==> src/rtl/pipe_stage_pkg.sv <==
// Shared types for the pipeline stage registers: FSM state and the packed
// payload words carried across each stage boundary (size DATA_W with $bits).
package pipe_stage_pkg;

    typedef enum logic [1:0] {
        EMPTY = 2'd0,
        BUSY  = 2'd1,
        FULL  = 2'd2
    } pipe_state_t;

    typedef struct packed {
        logic [31:0] pc;
        logic [31:0] instr;
    } if_id_t;

    typedef struct packed {
        logic [31:0] pc;
        logic [31:0] rs1_val;
        logic [31:0] rs2_val;
        logic [31:0] imm;
        logic [4:0]  rd;
        logic [3:0]  alu_op;
        logic        mem_rd;
        logic        mem_wr;
        logic        reg_wr;
    } id_ex_t;

    typedef struct packed {
        logic [31:0] alu_res;
        logic [31:0] store_val;
        logic [4:0]  rd;
        logic        mem_rd;
        logic        mem_wr;
        logic        reg_wr;
    } ex_mem_t;

    typedef struct packed {
        logic [31:0] wb_val;
        logic [4:0]  rd;
        logic        reg_wr;
    } mem_wb_t;

endpackage

==> src/rtl/sat_counter.sv <==
// Saturating up-counter with synchronous clear; clear wins over increment.
// Used for stall counting, reusable for other performance counters.
module sat_counter #(
    parameter int CNT_W = 16
) (
    input  logic             CLK,
    input  logic             nRST,
    input  logic             inc,
    input  logic             clr,
    output logic [CNT_W-1:0] count
);

    always_ff @(posedge CLK or negedge nRST) begin
        if (!nRST) begin
            count <= '0;
        end else if (clr) begin
            count <= '0;
        end else if (inc && (count != {CNT_W{1'b1}})) begin
            count <= count + 1'b1;
        end
    end

endmodule

==> src/rtl/pipe_stage_reg.sv <==
// Handshaked pipeline stage register with optional two-entry skid buffer,
// synchronous flush and a saturating stall-cycle counter.
//
// state | meaning
// EMPTY | no live entry, out_valid=0
// BUSY  | main holds the head entry
// FULL  | main holds head, skid holds the next entry; upstream is blocked
module pipe_stage_reg
    import pipe_stage_pkg::*;
#(
    parameter int DATA_W  = 32,
    parameter bit SKID_EN = 1'b1,
    parameter int CNT_W   = 16
) (
    input  logic              CLK,
    input  logic              nRST,
    input  logic              flush,
    input  logic              in_valid,
    output logic              in_ready,
    input  logic [DATA_W-1:0] in_data,
    output logic              out_valid,
    input  logic              out_ready,
    output logic [DATA_W-1:0] out_data,
    input  logic              clr_cnt,
    output logic [CNT_W-1:0]  stall_cnt
);

    pipe_state_t       r_state;
    pipe_state_t       w_state_nxt;
    logic [DATA_W-1:0] r_main;
    logic [DATA_W-1:0] r_skid;
    logic              r_in_ready;
    logic              w_accept;
    logic              w_drain;
    logic              w_load_main;
    logic              w_main_from_skid;
    logic              w_load_skid;
    logic              w_stall;

    assign out_valid = (r_state != EMPTY);
    assign out_data  = r_main;
    // Skid mode breaks the out_ready -> in_ready path with a flop.
    assign in_ready  = SKID_EN ? r_in_ready : (out_ready | ~out_valid);
    assign w_accept  = in_valid & in_ready;
    assign w_drain   = out_valid & out_ready;
    assign w_stall   = out_valid & ~out_ready;

    always_comb begin
        w_state_nxt      = r_state;
        w_load_main      = 1'b0;
        w_main_from_skid = 1'b0;
        w_load_skid      = 1'b0;
        if (flush) begin
            w_state_nxt = EMPTY;
        end else begin
            case (r_state)
                EMPTY: begin
                    if (w_accept) begin
                        w_load_main = 1'b1;
                        w_state_nxt = BUSY;
                    end
                end
                BUSY: begin
                    if (w_accept && w_drain) begin
                        w_load_main = 1'b1;
                    end else if (w_accept && SKID_EN) begin
                        w_load_skid = 1'b1;
                        w_state_nxt = FULL;
                    end else if (w_drain) begin
                        w_state_nxt = EMPTY;
                    end
                end
                FULL: begin
                    if (w_drain) begin
                        w_load_main      = 1'b1;
                        w_main_from_skid = 1'b1;
                        w_state_nxt      = BUSY;
                    end
                end
                default: w_state_nxt = EMPTY;
            endcase
        end
    end

    always_ff @(posedge CLK or negedge nRST) begin
        if (!nRST) begin
            r_state    <= EMPTY;
            r_main     <= '0;
            r_skid     <= '0;
            r_in_ready <= 1'b1;
        end else begin
            r_state    <= w_state_nxt;
            r_in_ready <= (w_state_nxt != FULL);
            if (w_load_main) begin
                r_main <= w_main_from_skid ? r_skid : in_data;
            end
            if (w_load_skid) begin
                r_skid <= in_data;
            end
        end
    end

    sat_counter #(
        .CNT_W(CNT_W)
    ) u_stall_cnt (
        .CLK  (CLK),
        .nRST (nRST),
        .inc  (w_stall),
        .clr  (clr_cnt),
        .count(stall_cnt)
    );

endmodule

==> config.mk <==
export PLATFORM = sky130hd
export DESIGN_NAME = pipe_stage_reg
export DESIGN_NICKNAME = d
export VERILOG_FILES = /design/src/rtl/pipe_stage_pkg.sv /design/src/rtl/sat_counter.sv /design/src/rtl/pipe_stage_reg.sv
export SDC_FILE = /design/constraint.sdc
export NUM_CORES = 1
export LEC_CHECK = 0
export ABC_AREA = 0
export CORE_MARGIN = 3
export CORE_UTILIZATION = 30
export DETAILED_ROUTE_END_ITERATION = 10
export PLACE_DENSITY = 0.64
export SLEW_MARGIN = 10
export SYNTH_ARGS = -nofsm -noshare
export SYNTH_HDL_FRONTEND = slang
export SYNTH_SLANG_ARGS = --single-unit
==> constraint.sdc <==
create_clock -name CLK -period 1.8 [get_ports CLK]
set_input_delay 0.36 -clock CLK [delete_from_list [all_inputs] [get_ports CLK]]
set_output_delay 0.36 -clock CLK [all_outputs]
set_load 0.005 [all_outputs]
### Word level (Yosys, flattened, before mapping)

Index checks and enable logic that the tools add are counted.

| storage, ports and cells | value |
|---|---|
| register bits after elaboration | 83 |
| input port bits | 38 |
| output and inout bits | 50 |
| word-level logic and storage cells | 39 |

| cells by class | value |
|---|---|
| add/subtract/negate cells | 1 |
| eq/ne operators | 4 |
| mux-type cells | 20 |
| bitwise logic cells | 4 |
| reductions and logical operators | 5 |

Operators by type and width:

| cell | count |
|---|---|
| $mux W16 | 2 |
| $mux W32 | 1 |
| $add A16 B1 Y16 const B | 1 |
| $ne A16 B16 Y1 const B | 1 |
| $mux W2 | 6 |
| $mux W1 | 9 |
| $pmux W2 S3 | 1 |
| $reduce_bool A2 Y1 | 2 |
| $and A1 B1 Y1 | 3 |
| $pmux W1 S3 | 1 |
| $eq A2 B1 Y1 const B | 1 |
| $eq A2 B2 Y1 const B | 1 |
| $logic_and A1 B1 Y1 | 2 |
| $logic_not A2 Y1 | 1 |
| $ne A2 B2 Y1 const B | 1 |
| $not A1 Y1 | 1 |

### Longest topological paths before layout

| depth | value |
|---|---|
| depth after elaboration | 8 |
| gate-level depth with buffers | 6 |
| mapped depth without buffers | 5 |

### Cells and area by module

From an unflattened synthesis, not the netlist that was laid out.

| unflattened totals | value |
|---|---|
| cell total of the unflattened synthesis | 324 |
| area, all modules | 3781.1 µm² |

Modules (own cells, without submodules):

| module | times used | cells each | area an instance (µm²) | sequential area each (µm²) |
|---|---|---|---|---|
| pipe_stage_reg | 1 | 226 | 2839.0 | 1677.9 |
| sat_counter | 1 | 98 | 942.2 | 400.4 |

### Worst setup path after synthesis

Ideal clock, no wire load.

| timing | value |
|---|---|
| kind | register to register |
| start | register r_state[0] |
| end | register r_main[10], in the netlist out_data[10] |
| setup time | 0.125 ns |
| arrival time | 1.575 ns |
| data required time | 1.675 ns |
| setup slack | 0.100 ns |
| cell stages (with the launch flop) | 7 |
| buffers on the path | 3 |
| period minus slack after synthesis | 1.700 ns |
| cell sequence | dfrtp_1 > buf_4 > and4bb_4 > buf_6 > buf_12 > mux2_4 > mux2_2 |

| on the way | value |
|---|---|
| cells in the longest elaborated chain, start to end | 6 |
| elaborated cells between the ends (all ways) | 13 |
| classes of those cells | eq/ne: 2; mux: 7; bitwise: 1; reduce/logical: 3 |

Ends and longest elaborated chain:

| what | line | RTL |
|---|---|---|
| start: declaration | pipe_stage_reg.sv:28 | `pipe_state_t r_state;` |
| start signal: assignment | pipe_stage_reg.sv:92 | `r_state <= w_state_nxt;` |
| $reduce_bool A2 Y1 | pipe_stage_reg.sv:40 | `assign out_valid = (r_state != EMPTY);` |
| $and A1 B1 Y1 | pipe_stage_reg.sv:45 | `assign w_drain = out_valid & out_ready;` |
| $logic_and A1 B1 Y1 or $mux W1 (tied branches) | pipe_stage_reg.sv:64, pipe_stage_reg.sv:74 |  |
| $mux W1, on equally long branches | pipe_stage_reg.sv:64, pipe_stage_reg.sv:56 |  |
| $pmux W1 S3 or $mux W1 (tied branches) | pipe_stage_reg.sv:56, pipe_stage_reg.sv:53 |  |
| $mux W1 or $mux W32 (tied branches) | pipe_stage_reg.sv:53, pipe_stage_reg.sv:95 |  |
| end signal: assignment | pipe_stage_reg.sv:95 | `r_main <= w_main_from_skid ? r_skid : in_data;` |
| end: declaration | pipe_stage_reg.sv:30 | `logic [DATA_W-1:0] r_main;` |

Several ways; a longest one is shown, not always the timed one.
A chain may end at the register's enable or synchronous reset.

### Final worst setup path

| timing | value |
|---|---|
| start | input port flush |
| end | register r_main[25], in the netlist out_data[25] |

| on the way | value |
|---|---|
| cells in the longest elaborated chain, start to end | 2 |
| elaborated cells between the ends (all ways) | 3 |
| classes of those cells | mux: 3 |

Ends and longest elaborated chain:

| what | line | RTL |
|---|---|---|
| start: declaration | pipe_stage_reg.sv:17 | `input logic flush,` |
| $mux W1 | pipe_stage_reg.sv:53 | `if (flush) begin` |
| $mux W32 | pipe_stage_reg.sv:95 |  |

Several ways; a longest one is shown, not always the timed one.

==> run metrics <==
drt drc=0; total gr overflow=0; max cap viols=0; crit path buf inv count=2; clk sink count=83; initial antenna violation count=0; CP endpoint kind=flop; largest net degree at the start of global routing=40; Layout Nets=443; Worst Path Max Fanout=15; Cell variety after synth=40; clock root buffer=clkbuf_16; Die Y=123 um; Max Buffers Root-to-Sink=2; area grow syn2layout=38.4%; post-route antenna net violation count=0; RR Startpoint=r_state[1]; GRT Total Usage=12.4%; register area share after synthesis=50.9%; Worst Path Arrival=2000 ps; total CTS buffers=9; area of the multi-input gates=between 1500 and 2000 um^2; via count=between 2000 and 3000; LEAKAGE=roughly 0.0024 uW; Max Freq=about 560 MHz; first-iteration detailed-routing DRC count=84; reg-to-reg setup timing slack=110 ps; synthesized cell area=just over 4000 um^2; Placement Setup Slack=-373 ps; Least-Margin Pin Slew=444 ps; RR Endpoint=out_data[25]; slowest CP cell=clkdlybuf4s50_1; TritonCTS clock tree=done; # IOs=88; row count=41; # setup viols final=0; Max H-tree Level=3; Final Cycle Share=98.8%; hpwl dp=6190 um; crit path time final=1780 ps; FF+latch count, synth=83; Final Max Slew Viols=0; VDD IR max=402 uV; dpl cell area=5290 um^2; core footprint=around 13000 um^2; Crit path largest cell delay=about 440 ps; PnR worst setup slack=22.1 ps; syn_nets=334; final design utilization=a little over two fifths; Async SR Flop Fraction=100%; design area=5650 um^2; status=finished clean; Die Wd=123 um; # diodes=0; Worst Setup SP=flush; first-pass GRT wire length=14500 um; worst hold stages=2; clk_skew=around 6.5 ps; critical path class=input pin to flop; delay-heaviest family, CP=buffers and inverters; R2R depth=4; Setup crit end=out_data[25]; layout cells sized above 1=38.6%; placer congestion estimate=0.796; vias in the first global route=2967; Synth Instances=a little under 300; YS warnings=0; cell chain of the critical path=clkdlybuf4s50_1 > and4bb_4 > buf_12 > mux2_4 > mux2_2; clock latency on the worst-skew pair=340 ps; critical path depth=5; final hold vios=0; Port Buffers=between 80 and 90; die area=15000 um^2; CP Data Required Time=2020 ps; final-layout fill cell count=about 1200; Hold WS=392 ps; drt via density=4.73; Initial Util=31.5%; Worst Hold Class=input pin to flop; Post-Route WL=8920 um; P per Cell Area=925 nW/um^2; register cell area after layout=2080 um^2; syn_area_per_cell=13.8 um^2; wire per inst=15.3 um; TritonRoute pass-1 iters=4; RSZ-0062 raised after global routing=true; Synth Flop Type=dfrtp_1; Design Power=5230 uW; crit path launch type=input pin; clk slew on worst S/H paths=60 ps; Slew HR=a little over two thirds; Post-synth EDFFs=0
metal layers:
metal	up-vias	wire [um]	global-route usage [%]
li1	1292	-	-
met1	1378	3930	14.8
met2	69	4310	20.5
met3	10	534	4.42
met4	0	138	4.55
met5	-	0	0
cell families (layout without fill, tap and decap cells):
| kind of cell | after synthesis | in the layout | synth area share, % |
|---|---|---|---|
| compound gates | 26 | 26 | 4.35 |
| simple gates | 57 | 57 | 8.06 |
| mux | 108 | 108 | 32.4 |
| buf+inv | 20 | 134 | 4.01 |
| fa+ha+maj | 1 | 1 | 0.306 |
| flops | 83 | 83 | 50.9 |
power by group:
part	switching (uW)	internal (uW)
Sequential	193	2250
Clock	736	999
Combinational	307	743
synth_stat cells (4+ instances only):
| library cell | number | share of area [%] |
|---|---|---|
| a21oi_1 | 9 | 1.1 |
| buf_2 | 4 | 0.49 |
| buf_4 | 5 | 0.92 |
| dfrtp_1 | 82 | 50 |
| mux2_2 | 73 | 20 |
| mux2_4 | 30 | 11 |
| mux2i_1 | 5 | 1.2 |
| nand2_1 | 5 | 0.46 |
| nand3_1 | 5 | 0.61 |
| nand4_1 | 5 | 0.77 |
| nor2_1 | 13 | 1.2 |
| nor2b_1 | 7 | 1.1 |
| nor3_1 | 5 | 0.61 |
cell usage in the layout, fill, tap and decap left out, drive strengths merged, types with 2 or more instances in the layout:
cell	synthesis	routed
mux2	103	103
clkdlybuf4s50	0	84
dfrtp	82	82
buf	14	27
nor2	13	13
clkbuf	3	12
a21oi	9	9
nor2b	7	7
nand4	6	6
mux2i	5	5
nand2	5	5
nand3	5	5
nor3	5	5
clkinv	0	4
or3	3	3
inv	3	3
and4	3	3
a31oi	3	3
a211oi	3	3
and3b	2	2
and3	2	2
a311oi	2	2
o21ai	2	2
o31ai	2	2
nand2b	2	2
o21bai	2	2
through the flow:
step	instances	TNS (ps)
finish	581	0
global route	581	-1.44
CTS	580	0
detailed placement	563	-19250
global placement	563	-16300
floorplan	295	0
worst min-delay path by stage:
stage / end / start / slack, ps
floorplan: out_data[0] / nRST / 60
global placement: r_skid[11] / nRST / 320
detailed placement: r_skid[11] / nRST / 320
CTS: r_skid[11] / nRST / 480
global route: in_ready / out_ready / 380
finish: in_ready / out_ready / 390
registers in the layout, indices dropped and copies added (netlist names):
register	flops
out_data	32
r_skid	32
u_stall_cnt.count	16
r_state	2
in_ready	1
worst reg2reg max path: stages (launching register included):
cell,delay [ps]
dfrtp_1,450
and4bb_4,350
buf_12,200
mux2_4,310
mux2_2,260
repair_timing:
action	CTS	global route
buffers inserted	0	0
resized for setup	3	7
hold endpoints to repair	25	0
gates cloned	0	1
endpoints found under the setup margin	3	14
hold buffers	1	0
area by class of cell:
| class | count | share of cell area, % |
|---|---|---|
| timing repair buffer | 115 | 20.9 |
| sequential | 83 | 36.8 |
| inverter | 3 | 0.199 |
| tap | 172 | 3.81 |
| multi-input combinational | 192 | 33.4 |
| clock inverter | 5 | 0.487 |
| clock buffer | 11 | 4.47 |
No activity file was read; power rests on OpenSTA's default activity.
